--- src/rtl/mux_arb_pkg.sv ---
// Shared definitions for the N-to-1 result selector.
// MODE encodings used by the top level and the bench.
package mux_arb_pkg;

  localparam logic MODE_DIRECT = 1'b0;
  localparam logic MODE_RR     = 1'b1;

endpackage

--- src/rtl/rr_pick_nb.sv ---
// Round-robin pick: first set REQ bit at or after PTR, wrapping mod N.
// Ports: REQ, PTR in; FOUND, IDX out. Purely combinational.
module rr_pick_nb
  import mux_arb_pkg::*;
#(
  parameter  int N    = 5,
  localparam int SELW = $clog2(N)
) (
  input  logic [N-1:0]    REQ,
  input  logic [SELW-1:0] PTR,
  output logic            FOUND,
  output logic [SELW-1:0] IDX
);

  int c;

  // Walk offsets from farthest to nearest so the nearest hit wins.
  always_comb begin
    FOUND = 1'b0;
    IDX   = '0;
    c     = 0;
    for (int k = N - 1; k >= 0; k--) begin
      c = int'(PTR) + k;
      if (c >= N) c = c - N;
      if (REQ[c]) begin
        FOUND = 1'b1;
        IDX   = SELW'(c);
      end
    end
  end

endmodule

--- src/rtl/mux_arb_nt1_nb.sv ---
// N-to-1 result selector: direct or round-robin grant, one-entry output reg.
// Ports: CLK, RST, MODE, SEL, D_IN/D_VLD/D_RDY in, D_OUT/OUT_VLD/OUT_SRC/OUT_RDY out.
module mux_arb_nt1_nb
  import mux_arb_pkg::*;
#(
  parameter  int N    = 5,
  parameter  int W    = 32,
  localparam int SELW = $clog2(N)
) (
  input  logic            CLK,
  input  logic            RST,
  input  logic            MODE,
  input  logic [SELW-1:0] SEL,
  input  logic [N*W-1:0]  D_IN,
  input  logic [N-1:0]    D_VLD,
  output logic [N-1:0]    D_RDY,
  output logic [W-1:0]    D_OUT,
  output logic            OUT_VLD,
  input  logic            OUT_RDY,
  output logic [SELW-1:0] OUT_SRC
);

  localparam logic [SELW:0]   N_L  = (SELW + 1)'(N);
  localparam logic [SELW-1:0] LAST = SELW'(N - 1);

  logic [W-1:0]    d_out_q, d_out_d;
  logic [SELW-1:0] src_q, src_d;
  logic [SELW-1:0] ptr_q, ptr_d;
  logic            out_vld_q, out_vld_d;

  logic            space;
  logic            rr_found;
  logic [SELW-1:0] rr_idx;
  logic            sel_ok;
  logic            grant_vld;
  logic [SELW-1:0] grant_idx;

  rr_pick_nb #(.N(N)) u_pick (
    .REQ   (D_VLD),
    .PTR   (ptr_q),
    .FOUND (rr_found),
    .IDX   (rr_idx)
  );

  assign space = !out_vld_q || OUT_RDY;

  // Out-of-range SEL simply yields no request.
  always_comb begin
    sel_ok = 1'b0;
    if ({1'b0, SEL} < N_L) sel_ok = D_VLD[SEL];
  end

  // No grant during reset so the input handshake is never accepted.
  always_comb begin
    grant_vld = 1'b0;
    grant_idx = '0;
    if (!RST && space) begin
      if (MODE == MODE_RR) begin
        grant_vld = rr_found;
        grant_idx = rr_idx;
      end else begin
        grant_vld = sel_ok;
        grant_idx = SEL;
      end
    end
  end

  always_comb begin
    D_RDY = '0;
    for (int i = 0; i < N; i++) begin
      D_RDY[i] = grant_vld && (grant_idx == SELW'(i));
    end
  end

  always_comb begin
    d_out_d   = d_out_q;
    src_d     = src_q;
    ptr_d     = ptr_q;
    out_vld_d = out_vld_q;
    if (grant_vld) begin
      d_out_d   = D_IN[int'(grant_idx)*W +: W];
      src_d     = grant_idx;
      out_vld_d = 1'b1;
      if (MODE == MODE_RR) begin
        ptr_d = (grant_idx == LAST) ? '0 : grant_idx + 1'b1;
      end
    end else if (OUT_RDY) begin
      out_vld_d = 1'b0;
    end
  end

  always_ff @(posedge CLK) begin
    if (RST) begin
      d_out_q   <= '0;
      src_q     <= '0;
      ptr_q     <= '0;
      out_vld_q <= 1'b0;
    end else begin
      d_out_q   <= d_out_d;
      src_q     <= src_d;
      ptr_q     <= ptr_d;
      out_vld_q <= out_vld_d;
    end
  end

  assign D_OUT   = d_out_q;
  assign OUT_SRC = src_q;
  assign OUT_VLD = out_vld_q;

endmodule

--- config.mk ---
export PLATFORM = sky130hd
export DESIGN_NAME = mux_arb_nt1_nb
export DESIGN_NICKNAME = d
export VERILOG_FILES = /design/src/rtl/mux_arb_pkg.sv /design/src/rtl/rr_pick_nb.sv /design/src/rtl/mux_arb_nt1_nb.sv
export SDC_FILE = /design/constraint.sdc
export NUM_CORES = 1
export LEC_CHECK = 0
export ABC_AREA = 1
export CORE_MARGIN = 3
export CORE_UTILIZATION = 45
export CTS_BUF_LIST = sky130_fd_sc_hd__clkbuf_8
export CTS_CLUSTER_DIAMETER = 100
export DETAILED_ROUTE_END_ITERATION = 10
export PLACE_DENSITY_LB_ADDON = 0.2
export SYNTH_ARGS = -nofsm -noshare
export SYNTH_HDL_FRONTEND = slang
export SYNTH_SLANG_ARGS = --single-unit
--- constraint.sdc ---
create_clock -name CLK -period 4 [get_ports CLK]
set_input_delay 0.6 -clock CLK [delete_from_list [all_inputs] [get_ports CLK]]
set_output_delay 0.6 -clock CLK [all_outputs]
set_load 0.005 [all_outputs]
==> results of run 1 <==
[final timing paths]
path / cells past startpoint / slack (ns) / start / end
setup / recovery: 23 / 0.24 / ptr_q[0] / D_RDY[4]
hold reg to reg: 2 / 0.51 / OUT_VLD / OUT_VLD
setup reg to reg: 24 / 0.46 / ptr_q[0] / D_OUT[14]
hold / removal: 2 / 0.51 / OUT_VLD / OUT_VLD
[routing by layer]
layer  routed length [um]  global-route usage
met1                 7390               0.339
met2                 7930               0.438
met3                 1160              0.0527
met4                  430              0.0706
met5                    0                   0
[through the flow]
stage / setup TNS, ns / power (mW)
3_3_place_gp: 0 / 1.47
6_report: 0 / 1.75
3_5_place_dp: 0 / 1.47
4_1_cts: 0 / 1.75
2_1_floorplan: 0 / 1.10
5_1_grt: -0.0195 / 1.89
[critical path, stage by stage (launching register included)]
cell	delay, ns
dfxtp_2	0.34
inv_4	0.06
ha_1	0.14
inv_1	0.06
fa_2	0.42
nor2_4	0.16
nor2_2	0.06
nand2_1	0.07
nand2_2	0.07
nand2_1	0.10
nand3_2	0.11
nand3_2	0.11
nand2_4	0.07
o21ai_1	0.12
inv_1	0.05
nand2_1	0.06
nand2_1	0.04
nand2_1	0.05
nand2_1	0.05
nand2_2	0.12
ha_1	0.18
nand3_1	0.10
nor2_1	0.10
dlygate4sd2_1	0.24
[synthesized netlist by cell type (all sizes together)]
master / count / share of area
a21oi: 52 / 0.075
and2: 1 / 0.0017
buf: 44 / 0.061
clkbuf: 11 / 0.0082
dfxtp: 39 / 0.15
fa: 1 / 0.0040
ha: 15 / 0.037
inv: 173 / 0.13
nand2: 231 / 0.18
nand3: 186 / 0.22
nand3b: 4 / 0.0084
nand4: 3 / 0.0037
nor2: 80 / 0.061
nor3: 1 / 0.00099
nor4: 2 / 0.0037
o211ai: 4 / 0.0069
o21ai: 46 / 0.047
o22ai: 1 / 0.0012
xnor2: 1 / 0.0032
[cells by family after synthesis]
kind of cell | after synthesis | synth area share
xor+xnor | 1 | 0.00323
fa+ha+maj | 16 | 0.0412
flops | 39 | 0.155
compound gates | 103 | 0.130
simple gates | 508 | 0.472
buf+inv | 228 | 0.198
[cell type report]
type | instances | share of cell area
flip-flops and latches | 39 | 0.107
well taps | 140 | 0.0239
clock inverters | 3 | 0.00222
multi-input cells | 628 | 0.454
inverters | 173 | 0.0892
clock buffers | 5 | 0.00938
repair buffers | 236 | 0.314
[sequential cells by signal, indices dropped and copies added, names as in the netlist]
register / cells
OUT_SRC: 3
D_OUT: 32
OUT_VLD: 1
ptr_q: 3
[report_power, final]
part | internal, mW | switching [mW]
clock | 0.120 | 0.144
sequential | 0.429 | 0.0202
combinational | 0.466 | 0.569
total | 1.02 | 0.733
[repair_timing]
| item | in CTS | in global routing |
|---|---|---|
| endpoints found under the setup margin | 5 | 5 |
| hold buffers | 0 | 0 |
| gates resized for setup | 16 | 10 |
| setup buffers | 5 | 0 |
| pin swaps | 2 | 5 |
==> out/results.tsv, run 1 <==
stage	metric	value	unit
status	status	finished, final reports clean	
cts	cts_tree	built	
global_route	grt_max_degree	85	
timing	maxSlewHeadroom	0.419	
routing	via_count	6042	
placed_design	placed_area	7150	sq um
logic_synthesis	netlist_area	5040	sq um
cts	cts_buffers	5	
cts	cts-root-buf	clkbuf_8	
floorplanning	die_y	112	um
routing	drc	0	
finish	multiInputGateArea	3330	sq um
worst_hold_path	hold_path.class	register to register	
global_route	grt_overflow_total	0	
routing	drtIter0Drc	433	
cts	clock_latency	0.29	ns
timing	setup_viol	0	
placed_design	dp_cells	1211	
placed_design	post-place-ws	0.100	ns
setup_path	cp_max_fo	5	
finish	syn_to_final_growth	45.5	%
global_route	grt_pass1_wl	27300	um
cts	clock-sinks	39	
finish	num-fill-cells	1082	
logic_synthesis	synth-seq-area-share	0.155	
timing	fin_ws	0.244	ns
finish	regArea	787	sq um
routing	via_per_inst	4.94	
placed_design	portBuffers	212	
floorplanning	die_w	112	um
logic_synthesis	yosysWarnings	0	
finish	drive_gt1_frac	0.121	
timing	hold_ws	0.514	ns
finish	fin_util	0.674	
placed_design	hpwlAfterDp	12800	um
finish	diodes	0	
global_route	grt_pass1_vias	5537	
timing	min_period	3.76	ns
floorplanning	core	10900	sq um
job	drv_cap	0	
logic_synthesis	synth_fp_nets	1083	
floorplanning	placement_rows	38	
finish	final_cells	1224	
finish	final_nets	1271	
routing	wire_per_inst	13.8	um
global_route	antenna_found_initial	0	
finish	final_common_cell	nand2_1	
routing	dr.pass1.iters	5	
logic_synthesis	syn-mean-instance-area	5.63	sq um
timing	fmax	0.266	GHz
logic_synthesis	synth_cell_types	34	
timing	report.final.slew_viol_count	0	
finish	stdcell_area	7330	sq um
pwr	ir_worst_vdd	0.000131	V
pwr	p_leak	3.74	nW
floorplanning	io_pins	213	
setup_path	worstSetupPathType	register to output port	
routing	drtAntennaViolNets	0	
logic_synthesis	ys_ff_latch	39	
routing	wl	16900	um
logic_synthesis	synth_cells	895	
floorplanning	die_area	12500	sq um
finish	most-common-layout-cells	219 x nand2_1, 207 x clkdlybuf4s50_1, 169 x inv_1, 153 x nand3_1, 76 x nor2_1	
cts	cts.path.max_buffers	2	
timing	tightestPinTransition	0.872	ns
cts	cts_max_level	2	
setup_path	worstSetupEndpointType	output port	
cts	clkTransAtPathRegs	0.07	ns
setup_path	startpoint_type	register	
timing	hold_viol_final	0	
setup_path	cp.required	3.40	ns
floorplanning	start_util	0.463	
timing	fin_crit_sh	0.939	
timing	fin_skew	0.0120	ns
placed_design	place_congestion	0.964	
global_route	groute.usage.overall	0.260	
pwr	p_per_area	238	nW/um^2
setup_path	critPathArrivalTime	3.16	ns
(Power assumes the default switching activity.)
==> inputs of run 2 (changes only) <==
Settings changed: ABC_CLOCK_PERIOD_IN_PS set to 4000, PLACE_DENSITY set to 0.89, PLACE_DENSITY_LB_ADDON 0.2 to unset, SKIP_CTS_REPAIR_TIMING set to 1.
==> run 2 against run 1 <==
Effect of this change:
- clock-buffer cell count stayed put
- critical path depth rose by 1
- first-iteration DRC count is 4.2% higher
- critical path type unchanged
- die area unchanged
- largest power group unchanged
==> out/results.tsv, run 2 (synthesis results as in run 1) <==
stage	metric	value	unit	change
floorplanning	die_y	112	um	unchanged
routing	via_count	6154		was 6042
routing	dr.pass1.iters	5		unchanged
job	drv_cap	0		unchanged
global_route	grt_pass1_vias	5633		was 5537
routing	drtAntennaViolNets	0		unchanged
finish	final_nets	1268		was 1271
cts	cts_tree	built		unchanged
routing	via_per_inst	5.05		was 4.94
cts	clock-sinks	39		unchanged
pwr	p_leak	3.78	nW	was 3.74 nW
status	status	finished, final reports clean		unchanged
global_route	groute.usage.overall	0.264		was 0.260
timing	min_period	3.82	ns	was 3.76 ns
pwr	p_total	1.73	mW	was 1.75 mW
finish	final_common_cell	nand2_1		unchanged
cts	clock_latency	0.29	ns	about the same
setup_path	r2r_cells	24		unchanged
timing	fmax	0.262	GHz	was 0.266 GHz
routing	wire_per_inst	14.2	um	was 13.8 um
cts	clkTransAtPathRegs	0.08	ns	was 0.07 ns
floorplanning	die_area	12500	sq um	unchanged
routing	wl	17300	um	was 16900 um
pwr	ir_worst_vdd	0.000119	V	was 0.000131 V
cts	cts_max_level	2		unchanged
worst_hold_path	whs_path_depth	2		unchanged
cts	cts_buffers	5		unchanged
timing	fin_crit_sh	0.956		was 0.939
setup_path	cp.required	3.40	ns	about the same
setup_path	critPathArrivalTime	3.22	ns	was 3.16 ns
setup_path	worstSetupEndpointType	output port		unchanged
timing	hold_viol_final	0		unchanged
floorplanning	io_pins	213		unchanged
global_route	grt_max_degree	97		was 85
finish	most-common-layout-cells	220 x nand2_1, 207 x clkdlybuf4s50_1, 168 x inv_1, 152 x nand3_1, 76 x nor2_1		was 219 x nand2_1, 207 x clkdlybuf4s50_1, 169 x inv_1, 153 x nand3_1, 76 x nor2_1
timing	rsz0062_at_grt	true		
finish	drive_gt1_frac	0.117		was 0.121
placed_design	dp_cells	1207		was 1211
floorplanning	die_w	112	um	unchanged
global_route	antenna_found_initial	0		unchanged
placed_design	place_congestion	0.987		was 0.964
timing	fin_skew	0.00758	ns	was 0.0120 ns
setup_path	cp_max_fo	7		was 5
placed_design	hpwlAfterDp	12900	um	was 12800 um
global_route	grt_overflow_total	0		unchanged
setup_path	startpoint_type	register		unchanged
routing	drtIter0Drc	451		was 433
timing	maxSlewHeadroom	0.432		was 0.419
placed_design	portBuffers	212		unchanged
routing	drc	0		unchanged
finish	syn_to_final_growth	45.0	%	was 45.5%
finish	diodes	0		unchanged
setup_path	worstSetupPathType	register to output port		unchanged
finish	final_cells	1219		was 1224
timing	setup_viol	0		unchanged
floorplanning	start_util	0.463		unchanged
global_route	grt_pass1_wl	27400	um	was 27300 um
finish	largest_register_ffs	32		unchanged
floorplanning	core	10900	sq um	unchanged
worst_hold_path	hold_path.class	register to register		unchanged
timing	tightestPinTransition	0.852	ns	was 0.872 ns
cts	cts-root-buf	clkbuf_8		unchanged
floorplanning	placement_rows	38		unchanged
pwr	p_per_area	236	nW/um^2	was 238 nW/um^2
cts	cts.path.max_buffers	2		unchanged
timing	report.final.slew_viol_count	0		unchanged
[run 2: changes by cell type in the layout (fill, tap and decap cells not counted), sizes merged]
| cell | before | now |
|---|---|---|
| dlygate4sd2 | 4 | 0 |
| buf | 24 | 21 |
| dlymetal6s2s | 1 | 5 |
| clkinvlp | 1 | 0 |
| clkinv | 1 | 0 |
[run 2: area by class of cell]
type,count,area (sq um)
clock buffer,5,68.8
clock inverter,1,3.75
fill,988,3580
inverter,173,654
multi-input combinational,628,3330
sequential,39,782
tap,140,175
timing repair buffer,233,2300
[run 2: metrics by stage]
step	hold WS (ns)	cell area, sq um	setup slack, ns	util	TNS (ns)
global route	0.535	7310	-0.0786	0.671	-0.166
floorplan	0.475	5040	0.566	-	0
detailed placement	0.529	7120	0.148	0.654	0
finish	0.517	7310	0.177	0.671	0
CTS	0.541	7190	-0.177	0.660	-0.746
global placement	0.509	7120	0.203	0.654	0
[run 2: power by group]
| part | internal (mW) | total (mW) | switching, mW |
|---|---|---|---|
| registers | 0.430 | 0.451 | 0.0219 |
| logic | 0.461 | 1.02 | 0.564 |
| clock network | 0.114 | 0.253 | 0.139 |
| total | 1.00 | 1.73 | 0.724 |
[run 2: layer usage]
metal,track usage,wire (um),part of all wire,up-vias
met4,0.0933,573,0.033,0
met5,0,0,0,-
li1,-,-,-,3145
met2,0.459,8650,0.50,247
met1,0.317,6730,0.39,2713
met3,0.0603,1370,0.079,49
[run 2: final timing paths]
check | endpoint | startpoint | slack, ns
hold reg to reg | ptr_q[1] | ptr_q[1] | 0.52
setup reg to reg | D_OUT[16] | ptr_q[0] | 0.45
setup / recovery | D_RDY[4] | ptr_q[0] | 0.18
hold / removal | ptr_q[1] | ptr_q[1] | 0.52
[run 2: worst max-delay path, cell delays in order (launching register included)]
cell            delay [ns]
dfxtp_1               0.35
inv_4                 0.10
ha_1                  0.15
inv_1                 0.07
fa_2                  0.45
nor2_1                0.14
nor2_1                0.07
nand2_1               0.07
nand2_2               0.07
nand2_1               0.07
nand3_2               0.08
nand3_2               0.11
nand2_4               0.07
o21ai_1               0.12
inv_1                 0.05
nand2_1               0.06
nand2_1               0.04
nand2_1               0.05
nand2_1               0.06
nand2_2               0.12
buf_4                 0.13
ha_1                  0.15
nand3_1               0.09
nor2_1                0.10
dlymetal6s2s_1        0.14
==> inputs of run 3 (changes only) <==
Settings changed: CORE_MARGIN 3 to 8, HOLD_SLACK_MARGIN set to 0.02.
==> run 3 against run 2 <==
Effect of this change:
- clock skew grew 0.0052 ns
- critical path depth shrank 1
- worst setup slack gained 0.054 ns
- clock-buffer cell count is the same
- utilization shrank 0.15 points
- global-route usage shrank 2.6 points
- combinational power is essentially flat
- critical path type unchanged
- critical endpoint is now D_RDY[2]
==> out/results.tsv, run 3 (synthesis results as in run 1) <==
stage	metric	value	unit	change
floorplanning	die_w	122	um	was 112 um
global_route	grt_pass1_wl	28900	um	was 27400 um
floorplanning	io_pins	213		unchanged
floorplanning	start_util	0.463		unchanged
status	status	finished, final reports clean		unchanged
global_route	grt_overflow_total	0		unchanged
placed_design	hpwlAfterDp	13900	um	was 12900 um
worst_hold_path	hold_path.class	register to register		unchanged
cts	cts.path.max_buffers	2		unchanged
routing	dr.pass1.iters	5		unchanged
pwr	p_per_area	241	nW/um^2	was 236 nW/um^2
floorplanning	placement_rows	38		unchanged
timing	fmax	0.265	GHz	was 0.262 GHz
timing	tightestPinTransition	0.881	ns	was 0.852 ns
timing	maxSlewHeadroom	0.413		was 0.432
floorplanning	core	10900	sq um	unchanged
pwr	p_leak	3.75	nW	was 3.78 nW
global_route	grt_pass1_vias	5888		was 5633
global_route	groute.usage.overall	0.237		was 0.264
cts	cts-root-buf	clkbuf_8		unchanged
job	drv_cap	0		unchanged
setup_path	worstSetupPathType	register to output port		unchanged
floorplanning	die_y	122	um	was 112 um
pwr	p_sw	0.745	mW	was 0.724 mW
finish	final_common_cell	nand2_1		unchanged
timing	min_period	3.77	ns	was 3.82 ns
finish	drive_gt1_frac	0.118		was 0.117
setup_path	cp_max_fo	5		was 7
routing	via_count	6150		was 6154
finish	num-fill-cells	986		was 988
cts	clock-sinks	39		unchanged
pwr	power.internal	1.02	mW	was 1.00 mW
timing	rsz0062_at_grt	true		unchanged
routing	drtAntennaViolNets	0		unchanged
setup_path	worstSetupEndpointType	output port		unchanged
timing	tns	0	ns	unchanged
timing	report.final.slew_viol_count	0		unchanged
finish	largest_register_ffs	32		unchanged
setup_path	startpoint_type	register		unchanged
placed_design	place_congestion	0.996		was 0.987
cts	clock_latency	0.29	ns	about the same
timing	hold_viol_final	0		unchanged
global_route	antenna_found_initial	1		was 0
routing	drtIter0Drc	499		was 451
timing	setup_viol	0		unchanged
setup_path	critPathArrivalTime	3.17	ns	was 3.22 ns
finish	most-common-layout-cells	221 x nand2_1, 207 x clkdlybuf4s50_1, 168 x inv_1, 152 x nand3_1, 75 x nor2_1		was 220 x nand2_1, 207 x clkdlybuf4s50_1, 168 x inv_1, 152 x nand3_1, 76 x nor2_1
finish	syn_to_final_growth	44.7	%	was 45.0%
timing	fin_skew	0.0127	ns	was 0.00758 ns
global_route	grt_max_degree	98		was 97
timing	fin_ws	0.230	ns	was 0.177 ns
pwr	power_frac_comb	0.586		was 0.593
routing	via_per_inst	5.05		about the same
pwr	p_seq_frac	0.256		was 0.261
placed_design	portBuffers	212		unchanged
pwr	ir_worst_vdd	0.000209	V	was 0.000119 V
placed_design	post-place-ws	0.199	ns	was 0.148 ns
routing	drc	0		unchanged
cts	clkTransAtPathRegs	0.08	ns	about the same
setup_path	cp.required	3.40	ns	about the same
timing	fin_crit_sh	0.942		was 0.956
finish	final_nets	1265		was 1268
cts	cts_tree	built		unchanged
pwr	p_clk_frac	0.157		was 0.146
pwr	swShare	0.423		was 0.419
routing	wire_per_inst	15.1	um	was 14.2 um
cts	cts_max_level	2		unchanged
floorplanning	die_area	14800	sq um	was 12500 sq um
cts	cts_buffers	5		unchanged
routing	wl	18400	um	was 17300 um
## run 3: worst paths after layout
| kind | startpoint | end | slack (ns) | cells past startpoint |
|---|---|---|---|---|
| worst max-delay path | ptr_q[0] | D_RDY[2] | 0.23 | 23 |
| worst min-delay path | ptr_q[1] | ptr_q[1] | 0.51 | 2 |
| worst max register to register | ptr_q[0] | D_OUT[30] | 0.50 | 23 |
| worst min register to register | ptr_q[1] | ptr_q[1] | 0.51 | 2 |
## run 3: layout make-up
cell class,count,area (sq um),area share
inverters,173,652,0.0894
well taps,140,175,0.0240
clock buffers,5,68.8,0.00943
diodes,1,2.50,0.000343
flip-flops and latches,39,783,0.107
repair buffers,230,2270,0.311
clock inverters,3,25.0,0.00343
multi-input cells,628,3320,0.455
## run 3: critical path, stage by stage, from the launching register on
cell	delay, ns
dfxtp_1	0.33
inv_2	0.07
ha_1	0.14
inv_1	0.07
fa_2	0.46
a21oi_4	0.18
nand2_1	0.08
o21ai_2	0.09
inv_1	0.10
nand3_2	0.10
nand3_2	0.08
nand2_2	0.13
buf_4	0.11
nand3_1	0.07
nand2_1	0.06
nand2_1	0.05
nand2_1	0.05
nand2_1	0.04
nand2_1	0.07
nand2_2	0.10
nand2_2	0.10
inv_1	0.08
nor2_1	0.16
dlymetal6s2s_1	0.15
## run 3: per-stage QoR
step	instance area (sq um)	std cells	util	power [mW]	hold WS (ns)
after floorplan	5040	895	-	1.10	0.475
after detailed placement	7120	1208	0.654	1.46	0.508
after global placement	7120	1208	0.654	1.45	0.507
after global routing	7290	1219	0.670	1.89	0.539
final	7290	1219	0.670	1.76	0.512
after CTS	7220	1216	0.663	1.74	0.519
## run 3: power by group through the flow
stage	registers [mW]	logic [mW]	clock network (mW)
CTS	0.451	1.01	0.284
finish	0.451	1.03	0.277
detailed placement	0.460	1.00	0
global route	0.456	1.14	0.297
global placement	0.457	0.996	0
floorplan	0.462	0.637	0
## run 3: routing by layer
| layer | wire (um) | track usage |
|---|---|---|
| met1 | 7160 | 0.273 |
| met2 | 9210 | 0.413 |
| met3 | 1560 | 0.0648 |
| met4 | 512 | 0.0817 |
| met5 | 0 | 0 |
